File: src/rtl/exc_int_ctrl_pkg.sv
// Shared types and defaults for the interrupt/exception controller.
// Holds the FSM state encodings and the default NMI source / edge mask.
package exc_int_ctrl_pkg;

    typedef enum logic [1:0] {
        ST_IDLE    = 2'd0,
        ST_TAKE    = 2'd1,
        ST_HANDLER = 2'd2
    } ctrl_state_e;

    localparam int         NMI_SRC_DEF   = 0;
    localparam logic [7:0] EDGE_MASK_DEF = 8'h01;

endpackage

File: src/rtl/exc_prio_enc.sv
// Fixed-priority encoder: the lowest set index wins.
module exc_prio_enc #(
    parameter int NUM_SRC = 8,
    parameter int VEC_W   = $clog2(NUM_SRC)
) (
    input  logic [NUM_SRC-1:0] req,
    output logic [VEC_W-1:0]   idx,
    output logic               vld
);

    always_comb begin
        idx = '0;
        vld = |req;
        // Scan from the top so the lowest set index is the last to overwrite idx.
        for (int i = NUM_SRC - 1; i >= 0; i--) begin
            if (req[i]) idx = VEC_W'(i);
        end
    end

endmodule

File: src/rtl/exc_int_ctrl.sv
// Registered interrupt/exception controller: pending latch, masking, priority,
// take/return FSM with one level of NMI nesting and a 2-entry EPC stack.
module exc_int_ctrl
    import exc_int_ctrl_pkg::*;
#(
    parameter int                 NUM_SRC   = 8,
    parameter int                 VEC_W     = $clog2(NUM_SRC),
    parameter int                 NMI_SRC   = NMI_SRC_DEF,
    parameter logic [NUM_SRC-1:0] EDGE_MASK = NUM_SRC'(EDGE_MASK_DEF),
    parameter int                 PC_W      = 32
) (
    input  logic               clk,
    input  logic               rst,
    input  logic [NUM_SRC-1:0] src_req,
    input  logic [NUM_SRC-1:0] int_mask,
    input  logic               status_ie,
    input  logic               stall,
    input  logic [PC_W-1:0]    pc_in,
    input  logic               int_ret,
    output logic               int_take,
    output logic [VEC_W-1:0]   int_vec,
    output logic [PC_W-1:0]    epc_out,
    output logic               exl,
    output logic               nested,
    output logic [NUM_SRC-1:0] pend_out
);

    localparam logic [NUM_SRC-1:0] NMI_OH = NUM_SRC'(1) << NMI_SRC;

    ctrl_state_e        state_q, state_d;
    logic [NUM_SRC-1:0] prev_q, pend_q, pend_d;
    logic [VEC_W-1:0]   vec_q, vec_d;
    logic [PC_W-1:0]    stack0_q, stack0_d, stack1_q, stack1_d, epc_q, epc_d;
    logic               exl_q, exl_d, nested_q, nested_d, take_q, take_d;

    logic [NUM_SRC-1:0] elig, edge_set, clr;
    logic [VEC_W-1:0]   win;
    logic               win_vld;

    assign elig     = pend_q & ((int_mask & {NUM_SRC{status_ie}}) | NMI_OH);
    assign edge_set = src_req & ~prev_q & EDGE_MASK;

    exc_prio_enc #(.NUM_SRC(NUM_SRC), .VEC_W(VEC_W)) u_prio (
        .req (elig),
        .idx (win),
        .vld (win_vld)
    );

    always_comb begin
        state_d  = state_q;
        vec_d    = vec_q;
        stack0_d = stack0_q;
        stack1_d = stack1_q;
        exl_d    = exl_q;
        nested_d = nested_q;
        take_d   = 1'b0;
        clr      = '0;
        unique case (state_q)
            ST_IDLE: begin
                if (win_vld && !stall) begin
                    state_d  = ST_TAKE;
                    vec_d    = win;
                    stack0_d = pc_in;
                    exl_d    = 1'b1;
                    clr      = NUM_SRC'(1) << win;
                    take_d   = 1'b1;
                end
            end
            ST_TAKE: state_d = ST_HANDLER;
            ST_HANDLER: begin
                // A return wins over a pending NMI; the NMI is re-evaluated next cycle.
                if (int_ret) begin
                    if (nested_q) begin
                        nested_d = 1'b0;
                    end else begin
                        state_d = ST_IDLE;
                        exl_d   = 1'b0;
                    end
                end else if (!nested_q && pend_q[NMI_SRC] && !stall) begin
                    state_d  = ST_TAKE;
                    stack1_d = pc_in;
                    nested_d = 1'b1;
                    vec_d    = VEC_W'(NMI_SRC);
                    clr      = NMI_OH;
                    take_d   = 1'b1;
                end
            end
            default: state_d = ST_IDLE;
        endcase
        // Edge bits: a new edge in the take cycle beats the clear. Level bits track the input.
        pend_d = (EDGE_MASK & ((pend_q & ~clr) | edge_set)) | (~EDGE_MASK & src_req);
        epc_d  = nested_d ? stack1_d : stack0_d;
    end

    always_ff @(posedge clk or negedge rst) begin
        if (!rst) begin
            state_q  <= ST_IDLE;
            prev_q   <= '0;
            pend_q   <= '0;
            vec_q    <= '0;
            stack0_q <= '0;
            stack1_q <= '0;
            epc_q    <= '0;
            exl_q    <= 1'b0;
            nested_q <= 1'b0;
            take_q   <= 1'b0;
        end else begin
            state_q  <= state_d;
            prev_q   <= src_req;
            pend_q   <= pend_d;
            vec_q    <= vec_d;
            stack0_q <= stack0_d;
            stack1_q <= stack1_d;
            epc_q    <= epc_d;
            exl_q    <= exl_d;
            nested_q <= nested_d;
            take_q   <= take_d;
        end
    end

    assign int_take = take_q;
    assign int_vec  = vec_q;
    assign epc_out  = epc_q;
    assign exl      = exl_q;
    assign nested   = nested_q;
    assign pend_out = pend_q;

endmodule

File: config.mk
export PLATFORM = sky130hd
export DESIGN_NAME = exc_int_ctrl
export DESIGN_NICKNAME = d
export VERILOG_FILES = /design/src/rtl/exc_int_ctrl_pkg.sv /design/src/rtl/exc_prio_enc.sv /design/src/rtl/exc_int_ctrl.sv
export SDC_FILE = /design/constraint.sdc
export NUM_CORES = 1
export LEC_CHECK = 0
export BUFFER_PORTS_ARGS = -buffer_cell sky130_fd_sc_hd__buf_2
export CORE_AREA = 2 2 93 104
export CTS_CLUSTER_DIAMETER = 50
export DETAILED_ROUTE_END_ITERATION = 7
export DIE_AREA = 0 0 95 106
export PLACE_DENSITY = 0.73
export SETUP_SLACK_MARGIN = 0.05
export SLEW_MARGIN = 20
export SYNTH_ARGS = -nofsm -noshare
export SYNTH_HDL_FRONTEND = slang
export SYNTH_SLANG_ARGS = --single-unit
File: constraint.sdc
create_clock -name clk -period 2.5 [get_ports clk]
set_input_delay 0.125 -clock clk [delete_from_list [all_inputs] [get_ports clk]]
set_output_delay 0.125 -clock clk [all_outputs]
set_load 0.02 [all_outputs]
Yosys cells after proc, flatten, opt, wreduce, memory -nomap -nowiden
Index checks and enable logic that the tools add are counted.

Shift-type cells: 1. Equality and inequality tests: 9. Reductions and logical operators: 11. Bitwise gates (word level): 8. Multiplexer cells: 38.

Operators with widths (number): 32-bit 2-to-1 mux (6); 3-bit 2-to-1 mux (11); 8-bit bitwise AND (2); 1-bit 2-to-1 mux (12); 2-bit != test (second input constant) (5); 2-bit 2-to-1 mux (4); 1-bit by 8-bit OR with 8-bit output (1); 4-bit AND reduction (2); 8-bit OR reduction (1); 3-bit != test (second input constant) (2); 1-bit case mux with 2 select lines (3); 2-bit case mux with 3 select lines (1); 3-bit case mux with 2 select lines (1); 1-bit logical AND (3); 3-bit AND reduction (1); 1-bit by 3-bit << shifter with 1-bit output (first input constant) (1); 1-bit bitwise AND (2); 2-bit by 1-bit equality test with 1-bit output (second input constant) (1); 2-bit equality test (second input constant) (1); 1-bit logical NOT (2); 2-bit logical NOT (1); 1-bit inverter (2); 2-bit nonzero test (1); 1-bit OR (1).

Bits of input ports: 53. Word-level logic and storage cells: 77. Output and inout bits: 46. Register bits: 113.

Depth between registers and ports, before layout
Gate-level depths: netlist of run 1.

Depth in word-level cells: 17. Mapped depth: 6. Depth with buffers taken out: 5.

Modules after synthesis
A second synthesis of run 1 with hierarchy kept.

Cells, all modules: 413. Area total of the unflattened synthesis: 4984.8 µm².

Modules (own cells, without submodules): exc_int_ctrl (instances 1, area each 4903.5 µm², cells each 400, sequential area each 2827.7 µm²); exc_prio_enc (instances 1, area each 81.3 µm², cells each 13, sequential area each 0.0 µm²).

Least setup slack after synthesis of run 1
No wires, ideal clock.

Path type: register to register. Start: register pend_q[4] (netlist: pend_out[4]). End: register epc_q[10] (netlist: epc_out[10]). Setup time: 125 ps. Slack: 519 ps. Cell stages (with the launch flop): 7. Buffers on the path: 1. Period minus slack after synthesis: 1981 ps. Required time: 2375 ps. Data arrival time: 1857 ps. Path through: dfrtp_1 > a22o_1 > o21a_1 > o21bai_4 > buf_6 > mux2_4 > mux2_2.

Word-level cells in the longest chain between the ends: 6.

Ends and longest elaborated chain: start: declaration (line exc_int_ctrl.sv:31) `logic [NUM_SRC-1:0] prev_q, pend_q, pend_d;`; start signal: assignment (line exc_int_ctrl.sv:110) `pend_q <= pend_d;`; 8-bit bitwise AND (line exc_int_ctrl.sv:40) `assign elig = pend_q & ((int_mask & {NUM_SRC{status_ie}}) | NMI_OH);`; 8-bit OR reduction (line exc_prio_enc.sv:13) `vld = |req;`; 1-bit logical AND (line exc_int_ctrl.sv:60) `if (win_vld && !stall) begin`; 32-bit 2-to-1 mux (line exc_int_ctrl.sv:60); 32-bit 2-to-1 mux (line exc_int_ctrl.sv:58) `unique case (state_q)`; net stack0_d[10] (line exc_int_ctrl.sv:33) `logic [PC_W-1:0] stack0_q, stack0_d, stack1_q, stack1_d, epc_q, epc_d;`; 32-bit 2-to-1 mux (line exc_int_ctrl.sv:92) `epc_d = nested_d ? stack1_d : stack0_d;`; net epc_d[10] (line exc_int_ctrl.sv:33); end signal: assignment (line exc_int_ctrl.sv:114) `epc_q <= epc_d;`; end: declaration (line exc_int_ctrl.sv:33).

The timed path passes the listed nets, and every way through them passes these cells. A chain may end at the register's enable or synchronous reset.

Final worst setup path of run 1
Start: register pend_q[4] (netlist: pend_out[4]). End: register epc_q[0] (netlist: epc_out[0]).

The elaborated chain is that of the path after synthesis.

==> impl_metrics.ini, run 1 <==
[timing]
relSlewSlack_pct = 51.2
rsz0062_at_grt = no
finClkSkew_ps = 6.22
worst_pin_slew_ps = 733
setup_viol = 0
period_needed_ps = 2070
fin_hold_ws_ps = 55.2
fin_crit_sh_pct = 82.9
tns_ps = 0
final_max_slew_viol_count = 0
hold_viol = 0
fmax_mhz = 482

[clock_tree]
cts_buffers = 17
clk_path_buf_depth = 2
cts_resized = 0
htreeDepth = 4
cts_sinks = 113
insertion_delay_ps = 500
root_buffer = clkbuf_8
cts.clk_slew.worst_paths_ps = 60
tritoncts = yes

[yosys]
ys_ff_latch = 113
synth-async-reset-ratio_pct = 100
synth_edf_count = 0
synth-compound-area-share_pct = 3.32
synth_top_family_by_area = multiplexers
syn_area_per_cell_um2 = 16.6
synth_area_leaders = dfrtp_1 (65%), mux2_2 (17%), mux2_4 (11%)
syn_nets = 316
synth-xor-area-share_pct = 0
synth_cell_types = 27
ys_warn_count = 0
synthAdderAreaFrac_pct = 0
synth_top_cell_by_area = dfrtp_1
synth_most_common_cell = dfrtp_1
ys_top_cells_by_count = dfrtp_1 (113), mux2_2 (65), mux2_4 (31)
yosysTopAreaCellShare_pct = 64.8
synth_simple_gate_area_share_pct = 2.03
ys_seq_area_share_pct = 64.8
synth-main-ff-cell = dfrtp_1
synthCells = 263
synth_mux_area_share_pct = 27.7
synth_area_um2 = 4370

[global_route]
grt_pass1_wl_um = 13800
grt-busiest-layer = met2
antenna_found_initial = 0
grt_max_degree = 59
groute.usage.overall_pct = 18.3
grtUsageMet1_pct = 22.4
grt.met2_usage_pct = 29.4
grt_use_met3_pct = 6.02
grt-ovfl-total = 0
grt_pass1_vias = 2905

[outcome]
run_status = finished clean

[finish]
area_growth_pct = 38.8
num_antenna_cells = 0
fillers = 666
drive_above_1_share_pct = 54.3
finalNetCount = 472

[critical_path]
worst_setup_path_start_kind = flip-flop
endpoint_kind = flip-flop
path_class = reg -> reg
cpMostUsedCell = mux2_2
cp_slowest_stage_delay_ps = 390
crit_family = multiplexers
path_buf_inv = 1
worst_ep_required_time_ps = 2890
path_cells = a22o_1, o21a_1, o21bai_4, buf_12, mux2_2, mux2_2
crit_fanout = 41
cp_data_arrival_time_ps = 2460
crit_slowest_cell = dfrtp_1

[floorplan]
fp.coreArea_um2 = 9120
die_y_um = 106
die_w_um = 95
io_pins = 99
dieArea_um2 = 10100
initial_utilization_pct = 47.9
rows = 37

[drt]
wl_per_cell_um = 15.1
drt-initial-drc-count = 79
final_antenna_net_count = 0
routed_wl_um = 8290
dr_total_vias = 2661
drc = 0
via_per_inst = 4.86
dr.pass1.iters = 4

[power]
vdd_ir_drop_max_uv = 686
leakagePower_nw = 2.98
p_per_area_nw_per_um2 = 1310

[placement]
port_buffers = 97
dp_hpwl_um = 4730
place.gp.congestion = 0.753

[min_path]
hp-class = in -> reg

[job]
cap_violations = 0
-- routing by layer --
metal  vias to the layer above  routed length (um)  part of all wire, %
li1                       1244                   -                    -
met1                      1339                3660                   44
met2                        66                4110                   50
met3                        12                 406                  4.9
met4                         0                 116                  1.4
met5                         -                   0                    0
-- power breakdown --
group / internal (W) / switching, W
clock: 0.00166 / 0.000784
sequential: 0.00266 / 0.000239
combinational: 0.00138 / 0.00124
total: 0.00569 / 0.00226
-- per-stage QoR --
step / total power (W) / instances / worst slack (ps) / instance area [um^2] / util, %
after floorplan: 0.00479 / 263 / 519 / 4370 / -
after global placement: 0.00541 / 473 / 449 / 5010 / 55.0
after detailed placement: 0.00549 / 473 / 426 / 5010 / 55.0
after CTS: 0.00803 / 548 / 415 / 6060 / 66.5
after global routing: 0.00840 / 548 / 341 / 6060 / 66.5
final: 0.00796 / 548 / 427 / 6060 / 66.5
-- registers in the layout, summed over array words and instances, names as in the netlist, 2 cells and up --
| register | cells |
|---|---|
| epc_out | 32 |
| stack0_q | 32 |
| stack1_q | 32 |
| pend_out | 8 |
| int_vec | 3 |
| state_q | 2 |
-- layout by cell type (no fill, tap or decap), types with 3 or more instances in the layout --
cell           Yosys  routed
bufinv_16          0       4
inv_1              5       5
dlygate4sd3_1      0      44
mux2_4            31      31
buf_4              1       6
clkbuf_16          0      16
dfrtp_1          113     113
nand3_1            4       4
clkbuf_8           0       3
buf_2              3      96
o21ai_0            5       5
mux2_2            65      65
clkinv_2           0       3
nand2_1            7       6
-- logic make-up (layout without fill, tap and decap cells) --
logic type / after synthesis / after routing
simple gates: 17 / 17
compound gates: 20 / 20
flops: 113 / 113
buf+inv: 16 / 184
mux: 97 / 97
-- final cells by class --
class	count	area, um^2	share of cell area (%)
Clock buffer	21	449	7.41
Clock inverter	10	159	2.62
Inverter	5	18.8	0.310
Multi-Input combinational cell	134	1460	24.0
Sequential cell	113	2830	46.6
Tap cell	117	146	2.41
Timing Repair Buffer	148	1010	16.6
-- what timing repair did --
action	4_1_cts	5_1_grt
endpoints found under the hold margin	158	0
hold buffers	44	0
setup buffers	0	0
-- worst paths after layout --
check / start / end / slack (ps) / cells past startpoint
setup / recovery: pend_out[4] / epc_out[0] / 430 / 6
hold / removal: int_mask[2] / int_vec[0] / 60 / 4
setup reg to reg: pend_out[4] / epc_out[0] / 430 / 6
hold reg to reg: prev_q[0] / pend_out[0] / 450 / 1
max in group asynchronous: rst / epc_out[11] / 1530 / 3
min in group asynchronous: rst / int_vec[1] / 230 / 2
-- tightest hold or removal path, delay by kind of cell --
family,cells,cell delay [ps]
and+or+nand+nor,1,60
buffers and inverters,1,90
AOI/OAI and AO/OA,2,230
No activity file was read; power rests on OpenSTA's default activity.
==> run 2: changes to the inputs <==
==> constraint.sdc (replaced) <==
create_clock -name clk -period 2 [get_ports clk]
set_input_delay 0.1 -clock clk [delete_from_list [all_inputs] [get_ports clk]]
set_output_delay 0.1 -clock clk [all_outputs]
set_load 0.02 [all_outputs]
==> run 2 against run 1 <==
  * The run now ends with setup timing left
  * Sequential power up 26%
  * First-iteration DRC count rose by 34%
  * Clock power is 14% higher
  * Combinational power increased by 55%
  * Register-to-register slack got worse by 480 ps
  * Worst hold slack worse by 43 ps
  * Die area stayed put
  * Maximum frequency up 1.2%
  * Sequential share of layout area is 2.4 points lower
  * Global-route usage increased by 0.58 points
  * Critical path type unchanged
  * Highest routed layer unchanged
==> impl_metrics.ini, run 2 (same netlist as run 1, synthesis figures left out) <==
[global_route]
antenna_found_initial = 1
grt_pass1_wl_um = 14400
grt_max_degree = 53
groute.usage.overall_pct = 18.9
grt_pass1_vias = 2960
grt-ovfl-total = 0

[finish]
layout.cells.non_filler = 567
layout_common_cells = dfrtp_1 (111), buf_2 (96), mux2_4 (63)
fillers = 618
drive_above_1_share_pct = 56.8
finalNetCount = 489
final_area_um2 = 6390
layout_commonest_cell = dfrtp_1
area_growth_pct = 46.4

[floorplan]
fp.coreArea_um2 = 9120
dieArea_um2 = 10100
initial_utilization_pct = 47.9
die_w_um = 95
io_pins = 99
die_y_um = 106
rows = 37

[placement]
port_buffers = 97
place.gp.congestion = 0.744
dp_hpwl_um = 5080
place_inst = 478
placed_area_um2 = 5140

[timing]
final_max_slew_viol_count = 0
rsz0062_at_grt = yes
finClkSkew_ps = 6.71
setup_viol = 22
relSlewSlack_pct = 72.3
worst_slack_ps = -48.0
hold_viol = 0
fmax_mhz = 488
fin_crit_sh_pct = 102
period_needed_ps = 2050
worst_pin_slew_ps = 416

[min_path]
hp-class = in -> reg
min_from = stall

[drt]
via_per_inst = 4.77
wl_per_cell_um = 16.7
dr.pass1.iters = 4
routed_wl_um = 9450
drt-initial-drc-count = 106
dr_total_vias = 2704
drc = 0
final_antenna_net_count = 0

[power]
leakagePower_nw = 3.23
vdd_ir_drop_max_uv = 860
p_per_area_nw_per_um2 = 1640

[clock_tree]
cts_sinks = 113
cts.clk_slew.worst_paths_ps = 60
htreeDepth = 4
clk_path_buf_depth = 2
tritoncts = yes
root_buffer = clkbuf_8
cts_buffers = 17
insertion_delay_ps = 500

[critical_path]
worst_ep_required_time_ps = 2380
worst_setup_path_start_kind = flip-flop
path_class = reg -> reg
startpoint = pend_out[6]
cp_data_arrival_time_ps = 2430
timing.rr.start = pend_out[6]
crit_fanout = 9
endpoint_kind = flip-flop

[outcome]
failed_checks = setup timing
run_status = complete, but fails checks

[job]
cap_violations = 0
run 2: cell types whose count changed in the layout (fill, tap and decap cells not counted), sizes merged:
cell / change
buf: +13
inv: +4
bufinv: -3
clkinvlp: +3
diode: +1
dlygate4sd3: +1
run 2: worst max-delay path: stages (launching register included):
cell	delay, ps
dfrtp_2	400
a22o_1	220
o21a_1	220
o21bai_4	160
buf_12	160
buf_12	160
mux2_4	320
mux2_4	270
run 2: report_power, final:
group / switching, W / internal [W] / total (W)
logic: 0.00178 / 0.00228 / 0.00405
clock network: 0.00108 / 0.00169 / 0.00277
registers: 0.000315 / 0.00332 / 0.00363
total: 0.00317 / 0.00729 / 0.0105
run 2: what timing repair did:
action                     in CTS  in global routing
pin swaps                       0                  4
setup buffers                   0                  7
hold buffers                   45                  0
hold endpoints to repair      205                  0
setup endpoints to repair      32                 32
gates cloned                    0                  4
resized for setup              21                  2
run 2: final cells by class:
cell class / instances / area (um^2) / share of cell area, %
Antenna cell: 1 / 2.50 / 0.0391
Multi-Input combinational cell: 134 / 1580 / 24.6
Clock inverter: 14 / 130 / 2.04
Clock buffer: 18 / 428 / 6.69
Sequential cell: 113 / 2830 / 44.3
Tap cell: 117 / 146 / 2.29
Inverter: 5 / 18.8 / 0.294
Timing Repair Buffer: 165 / 1260 / 19.7
run 2: metrics by stage:
step	setup TNS (ps)	setup slack [ps]	total power (W)	utilization (%)	hold WS, ps
floorplan	0	25.7	0.00611	-	-196
global placement	0	9.59	0.00697	56.4	39.2
detailed placement	-7.46	-7.46	0.00708	56.4	46.6
CTS	0	7.98	0.0102	68.3	1.64
global route	-1950	-89.6	0.0110	70.1	30.8
finish	-456	-48.0	0.0105	70.1	12.3
run 2: worst paths after layout:
check / to / slack, ps / cells past startpoint
worst min register to register: pend_out[0] / 430 / 1
max in group asynchronous: pend_out[4] / 1140 / 3
worst max register to register: epc_out[6] / -50 / 7
min in group asynchronous: stack1_q[13] / 70 / 2
worst max-delay path: epc_out[6] / -50 / 7
worst min-delay path: pend_out[0] / 10 / 4
run 2: layer usage:
| layer | routed length, um | up-vias | global-route usage (%) |
|---|---|---|---|
| met5 | 0 | - | 0 |
| li1 | - | 1281 | - |
| met3 | 384 | 7 | 5.32 |
| met4 | 93 | 0 | 6.94 |
| met1 | 4290 | 1341 | 23.9 |
| met2 | 4680 | 75 | 30.8 |
